==> src/rtl/id_stage_hz.sv <==
// id_stage_hz: MIPS decode stage with register file, write-back bypass, load-use stall and ID/EX register
module id_stage_hz #(
  parameter int DATA_W    = 32,
  parameter bit BYPASS_EN = 1'b1,
  parameter bit HAZARD_EN = 1'b1
) (
  input  logic                clk,
  input  logic                reset,
  input  logic [DATA_W+31:0]  if_id_bundle,
  input  logic                if_id_valid,
  input  logic                flush,
  input  logic                hold,
  input  logic                wb_we,
  input  logic [4:0]          wb_addr,
  input  logic [DATA_W-1:0]   wb_data,
  output logic [4*DATA_W+23:0] id_ex_bundle,
  output logic                id_ex_valid,
  output logic                illegal_o,
  output logic                stall_o
);
  logic [DATA_W-1:0] rf [32];
  logic [31:0] instr;
  logic [DATA_W-1:0] npc, rd1, rd2, imm;
  logic [5:0] op;
  logic [4:0] rs, rt, rd, ex_rt;
  logic [8:0] ctl;
  logic is_r, is_lw, is_sw, is_beq, is_addi, is_logi, legal, use_rt, wb_hit, ex_mr;
  assign instr   = if_id_bundle[31:0];
  assign npc     = if_id_bundle[DATA_W+31:32];
  assign op      = instr[31:26];
  assign rs      = instr[25:21];
  assign rt      = instr[20:16];
  assign rd      = instr[15:11];
  assign is_r    = op == 6'h00;
  assign is_lw   = op == 6'h23;
  assign is_sw   = op == 6'h2B;
  assign is_beq  = op == 6'h04;
  assign is_addi = op == 6'h08;
  assign is_logi = op == 6'h0C || op == 6'h0D;
  assign legal   = is_r | is_lw | is_sw | is_beq | is_addi | is_logi;
  assign use_rt  = is_r | is_sw | is_beq;
  assign ctl = !if_id_valid ? 9'h000 :
               is_r    ? 9'h142 :
               is_lw   ? 9'h08B :
               is_sw   ? 9'h084 :
               is_beq  ? 9'h030 :
               is_addi ? 9'h082 :
               is_logi ? 9'h0E2 : 9'h000;
  assign imm    = is_logi ? DATA_W'(instr[15:0]) : DATA_W'($signed(instr[15:0]));
  assign wb_hit = BYPASS_EN && wb_we && |wb_addr;
  assign rd1    = wb_hit && wb_addr == rs ? wb_data : rf[rs];
  assign rd2    = wb_hit && wb_addr == rt ? wb_data : rf[rt];
  assign ex_mr  = id_ex_bundle[4*DATA_W+18];
  assign ex_rt  = id_ex_bundle[9:5];
  assign stall_o = HAZARD_EN && id_ex_valid && ex_mr && |ex_rt && if_id_valid &&
                   ((legal && ex_rt == rs) || (use_rt && ex_rt == rt));
  always_ff @(posedge clk) begin
    if (reset) begin
      for (int i = 0; i < 32; i++) rf[i] <= '0;
      id_ex_bundle <= '0;
      id_ex_valid  <= 1'b0;
      illegal_o    <= 1'b0;
    end else begin
      if (wb_we && |wb_addr) rf[wb_addr] <= wb_data;
      if (flush || (!hold && stall_o)) begin
        id_ex_bundle <= '0;
        id_ex_valid  <= 1'b0;
        illegal_o    <= 1'b0;
      end else if (!hold) begin
        id_ex_bundle <= {ctl, npc, rd1, rd2, imm, rs, rt, rd};
        id_ex_valid  <= if_id_valid;
        illegal_o    <= if_id_valid && !legal;
      end
    end
  end
endmodule

==> config.mk <==
export PLATFORM = sky130hd
export DESIGN_NAME = id_stage_hz
export DESIGN_NICKNAME = d
export VERILOG_FILES = /design/src/rtl/id_stage_hz.sv
export SDC_FILE = /design/constraint.sdc
export NUM_CORES = 2
export LEC_CHECK = 0
export CORE_MARGIN = 4
export CORE_UTILIZATION = 50
export DETAILED_ROUTE_END_ITERATION = 7
export HOLD_SLACK_MARGIN = 0.08
export PLACE_DENSITY_LB_ADDON = 0.15
export SLEW_MARGIN = 15
export SYNTH_ARGS = -nofsm -noshare
export SYNTH_HDL_FRONTEND = slang
export SYNTH_SLANG_ARGS = --single-unit
==> constraint.sdc <==
create_clock -name clk -period 6.65 [get_ports clk]
set_input_delay 0.665 -clock clk [delete_from_list [all_inputs] [get_ports clk]]
set_output_delay 0.665 -clock clk [all_outputs]
set_load 0.005 [all_outputs]
==> run summary <==
At the pin with the least slew margin, the transition time is 1.30 ns. Clock-pin slew was measured on the worst setup and hold paths at 0.06 ns. In this run the power density over the cells is 257 nW/um^2.

The met3 capacity usage during global routing was 0.0989. After the flow finishes, the layout carries non-filler instances totaling 6404. Setup repair after global routing left no endpoint under its margin. The fraction of layout instances using a drive strength above 1 works out to 0.146. Traced cell by cell, the critical path runs through clkdlybuf4s50_1 -> xor2_1 -> nor3_1 -> o2111ai_1 -> a21o_1 -> inv_1 -> clkdlybuf4s50_1. For this design, the slowest cell found on the critical path is sky130_fd_sc_hd__clkdlybuf4s50_1. The number of inserted filler cells in the final layout was 9839; the height of the chip was 358 um.

Across the routed clock network, the largest skew measured is 0.0263 ns. For the number of warnings reported in the yosys synthesis log, the log shows 0. Hold is met by 0.399 ns. The time the final worst path needs with I/O delays and setup was 4.54 ns. The most critical setup path has its endpoint at stall_o. The tightest min-delay check is of the primary input to flop type.

Timing would allow up to 220 MHz. The logs give 0.254 mV for the worst IR drop on VDD and 5.98 ns for the data required time at the worst endpoint. In this run the horizontal extent of the chip is 358 um. The final weighted congestion of routability-driven global placement is 0.898. The number of global-route vias before repair is 40885. For the reported max-cap violation count, the log shows 0. The number of cells on the worst reg-to-reg path is 7. Number of vias after detailed routing: 41264.

The combined global-route utilization of all metal layers is 0.313, and the area share of the largest cell type after synthesis is 0.501. Nature of the critical path endpoint: an output pin. Summing all flip-flop and latch instances after layout gives 33400 sq um. TritonCTS built the clock tree. The critical path crosses 7 cells after its start point. For the multi-input logic area, the log shows 25700 sq um. The predominant post-synthesis flop cell was sky130_fd_sc_hd__edfxtp_1. The tools report the category of the worst setup path launch point as a primary input. The number of DRC violations after detailed-routing iteration 0 is 5640. The first TritonRoute pass finished after 8 iterations. The run gives 132 as the number of buffers added by the clock tree synthesis step. The post-synthesis async set-or-reset flop share works out to 0. For this design, the CTS-stage hold fixing added 0 buffers. Summed over all layers, the routed wires come to 205000 um. The number of antenna violations at the first check in global routing was 10.

The tools report the register area share after synthesis as 0.544. Together, buffers and inverters on the worst path number 3. Dividing the detail-routed via count by the number of cells gives 6.44. The number of remaining DRC errors was 0; the count of endpoints failing hold in the final timing report was 0. The region available for standard cell placement spans 122000 sq um.

The synthesized design contains 1024 enable-type register cells. In this run the static leakage power is 25.3 nW. In this run the cell area of the synthesized design comes to 61400 sq um. The cell type with the highest occurrence count on the critical path is sky130_fd_sc_hd__clkdlybuf4s50_1.

Launch instance of the worst register-to-register path: id_ex_bundle[8]. Along the worst path, the maximum fanout reaches 7. The highest cell delay on the worst timing path is 0.86 ns, and the ratio of final minimum period to clock period is 0.683.

CTS placed an instance of sky130_fd_sc_hd__clkbuf_16 at the clock tree root. The number of buffers between clock root and the deepest sink was 3. The final design instance area without fill was 69000 sq um; the number of gates resized after CTS was 0. The estimated wirelength of the detail-placed design was 125000 um; the top-level port count was 262. At the placement stage, the worst setup path has a slack of 1.86 ns. In this run the remaining antenna-violating nets after routing total 0. The run gives 54 as the count of different cell masters after synthesis. The largest total area in the synthesized netlist belongs to sky130_fd_sc_hd__edfxtp_1.

The detailed-route wire length per cell is 31.9 um, and the number of placed instances with taps included is 6164. The starting density of the core is 0.504, and the total of flip-flops plus latches after synthesis is 1157. Relative to the synthesized area, the layout overhead comes to 12.5%. The most critical setup path has its startpoint at if_id_bundle[25]. Data on the critical path arrives at its endpoint at 3.88 ns.

The setup total negative slack was 0 ns. The logs give 64900 sq um for the cell area after placement and 3.03 ns for the reg2reg setup slack. Global route total overflow: 0. Setup violations remaining at the end of the flow were counted as 0. In this run the most used layer during global routing was met2. Cell type group with the largest total delay on the critical path: buffers and inverters. The routing usage on met2 came out at 0.474.

The number of setup buffers added after CTS is 0. The tools report the final setup slack of the worst path as 2.11 ns. By area the synthesized netlist is led by sky130_fd_sc_hd__edfxtp_1 50%, sky130_fd_sc_hd__mux2i_1 11%, sky130_fd_sc_hd__and2_1 10%.

The die covers 128000 sq um. Routing usage on met1: 0.433. The flow ran to the end, and the final reports show no timing, DRC or antenna violations. At the later pin of the worst-skew pair, clock insertion delay measures 0.75 ns.

Counting every sink on the clock net gives 1157. The number of pins exceeding their max-slew limit in the final report came out at 0. Entering global routing, the biggest net connects 85 pins. In this run the core area contains 128 standard-cell rows. For the worst slew margin relative to its limit, the log shows 0.130. The synthesized area per cell was 13.3 sq um; the wire length of the first global-routing pass was 289000 um.

The worst setup path is of the primary input to output pin kind. Counting instances, the worst hold path has a depth of 3. Port buffering added 261 buffers. The number of nets in the final layout was 4780; the deepest level of the CTS H-tree was 4. The cell count after synthesis came out at 4608. The critical register-to-register path endpoint was id_ex_bundle[56].
-- placed cells by master, fill, tap and decap left out, types with 8 or more instances in the layout --
cell type	Yosys	routed
sky130_fd_sc_hd__edfxtp_1	1024	1024
sky130_fd_sc_hd__and2_1	995	993
sky130_fd_sc_hd__mux2i_1	646	646
sky130_fd_sc_hd__clkdlybuf4s50_1	0	247
sky130_fd_sc_hd__mux4_2	218	218
sky130_fd_sc_hd__clkbuf_16	0	140
sky130_fd_sc_hd__dfxtp_1	133	133
sky130_fd_sc_hd__buf_4	53	133
sky130_fd_sc_hd__a21oi_1	106	106
sky130_fd_sc_hd__a22oi_1	102	102
sky130_fd_sc_hd__a221oi_1	99	99
sky130_fd_sc_hd__a22o_1	98	98
sky130_fd_sc_hd__nor2b_1	84	80
sky130_fd_sc_hd__a211oi_1	79	79
sky130_fd_sc_hd__nor2_1	110	77
sky130_fd_sc_hd__o22ai_1	65	65
sky130_fd_sc_hd__nand2b_1	51	51
sky130_fd_sc_hd__o41ai_1	49	49
sky130_fd_sc_hd__and3_1	49	49
sky130_fd_sc_hd__mux2_2	43	43
sky130_fd_sc_hd__clkbuf_1	333	38
sky130_fd_sc_hd__or2_2	34	34
sky130_fd_sc_hd__conb_1	1	32
sky130_fd_sc_hd__nor2_4	0	21
sky130_fd_sc_hd__clkinv_2	0	20
sky130_fd_sc_hd__nor3_1	18	18
sky130_fd_sc_hd__clkinv_1	1	18
sky130_fd_sc_hd__a2111oi_0	15	15
sky130_fd_sc_hd__a221oi_2	14	14
sky130_fd_sc_hd__nor2_2	0	12
sky130_fd_sc_hd__xor2_1	12	12
sky130_fd_sc_hd__nand2_1	11	9
sky130_fd_sc_hd__buf_12	8	9
sky130_fd_sc_hd__xnor2_1	8	8
-- sequential cells by signal, indices dropped and copies added, names as in the netlist --
register	count
id_ex_valid	1
rf	1024
id_ex_bundle	131
illegal_o	1
-- metal layers --
metal  share of wire  wire length (um)
met1            0.40             81800
met2            0.45             91500
met3            0.12             24800
met4           0.031              6380
met5         0.00013                27
-- worst register-to-register path, stage by stage (launching register included) --
cell and delay, ns:
sky130_fd_sc_hd__dfxtp_1 0.57, sky130_fd_sc_hd__xor2_1 0.12, sky130_fd_sc_hd__nor3_1 0.89, sky130_fd_sc_hd__o2111ai_1 0.30, sky130_fd_sc_hd__a21o_1 0.29, sky130_fd_sc_hd__o21ai_4 0.61
sky130_fd_sc_hd__buf_4 0.53, sky130_fd_sc_hd__nor3_1 0.15
-- report_power, final --
part	leakage [nW]	internal, mW	total [mW]	switching (mW)
logic	12.4	0.839	2.12	1.28
clock network	2.02	4.11	7.07	2.96
registers	10.8	8.29	8.52	0.228
-- through the flow --
| stage | utilization | power, mW |
|---|---|---|
| 2_1_floorplan | - | 9.88 |
| 3_3_place_gp | 0.532 | 10.7 |
| 3_5_place_dp | 0.532 | 10.7 |
| 4_1_cts | 0.566 | 17.7 |
| 5_1_grt | 0.566 | 18.2 |
| 6_report | 0.566 | 17.7 |
-- Yosys cell counts, types with 2 or more instances --
master / n
sky130_fd_sc_hd__a32oi_1: 3
sky130_fd_sc_hd__clkbuf_1: 333
sky130_fd_sc_hd__a221oi_2: 14
sky130_fd_sc_hd__a211oi_1: 79
sky130_fd_sc_hd__nand3b_1: 5
sky130_fd_sc_hd__a221oi_1: 99
sky130_fd_sc_hd__buf_2: 53
sky130_fd_sc_hd__inv_1: 4
sky130_fd_sc_hd__buf_12: 8
sky130_fd_sc_hd__nor2_1: 110
sky130_fd_sc_hd__xnor2_1: 8
sky130_fd_sc_hd__o21ai_0: 2
sky130_fd_sc_hd__buf_1: 5
sky130_fd_sc_hd__o41ai_1: 49
sky130_fd_sc_hd__a22o_1: 98
sky130_fd_sc_hd__o21ai_1: 2
sky130_fd_sc_hd__mux2_1: 2
sky130_fd_sc_hd__a22oi_1: 102
sky130_fd_sc_hd__buf_4: 53
sky130_fd_sc_hd__mux2_2: 43
sky130_fd_sc_hd__mux2i_1: 646
sky130_fd_sc_hd__xor2_1: 12
sky130_fd_sc_hd__or4_1: 2
sky130_fd_sc_hd__a21oi_1: 106
sky130_fd_sc_hd__nand2_1: 11
sky130_fd_sc_hd__and3_1: 49
sky130_fd_sc_hd__nand3_1: 6
sky130_fd_sc_hd__buf_6: 43
sky130_fd_sc_hd__nor2b_1: 84
sky130_fd_sc_hd__nor3_1: 18
sky130_fd_sc_hd__dfxtp_1: 133
sky130_fd_sc_hd__o2111ai_1: 2
sky130_fd_sc_hd__nor4_2: 2
sky130_fd_sc_hd__buf_8: 6
sky130_fd_sc_hd__a21o_1: 2
sky130_fd_sc_hd__or2_2: 34
sky130_fd_sc_hd__mux4_2: 218
sky130_fd_sc_hd__and2_1: 995
sky130_fd_sc_hd__nand2b_1: 51
sky130_fd_sc_hd__a2111oi_0: 15
sky130_fd_sc_hd__o22ai_1: 65
sky130_fd_sc_hd__edfxtp_1: 1024
-- worst min path at each step --
stage / to / slack (ns) / from
final: id_ex_bundle[150] / 0.40 / hold
after global routing: id_ex_bundle[150] / 0.41 / hold
after CTS: id_ex_bundle[150] / 0.37 / hold
after detailed placement: id_ex_bundle[151] / 0.46 / id_ex_bundle[151]
after global placement: id_ex_bundle[151] / 0.46 / id_ex_bundle[151]
after floorplan: id_ex_bundle[150] / 0.46 / id_ex_bundle[150]
-- logic make-up (layout without fill, tap and decap cells) --
group | count (synthesis) | after routing | synth area share
other | 1 | 35 | 0.0000611
xor gates and xnor gates | 20 | 20 | 0.00285
buffers and inverters | 506 | 643 | 0.0438
DFF | 1157 | 1157 | 0.544
and+or+nand+nor | 1375 | 1375 | 0.135
muxes | 909 | 909 | 0.194
AOI/OAI and AO/OA | 640 | 640 | 0.0798
-- cell type report --
| cell class | instances | share of cell area |
|---|---|---|
| Clock inverter | 52 | 0.00573 |
| Sequential cell | 1157 | 0.484 |
| Tap cell | 1625 | 0.0295 |
| Antenna cell | 3 | 0.000109 |
| Timing Repair Buffer | 401 | 0.0545 |
| Inverter | 5 | 0.000272 |
| Clock buffer | 185 | 0.0541 |
| Multi-Input combinational cell | 2976 | 0.372 |
Power figures use the tool's default switching activity.
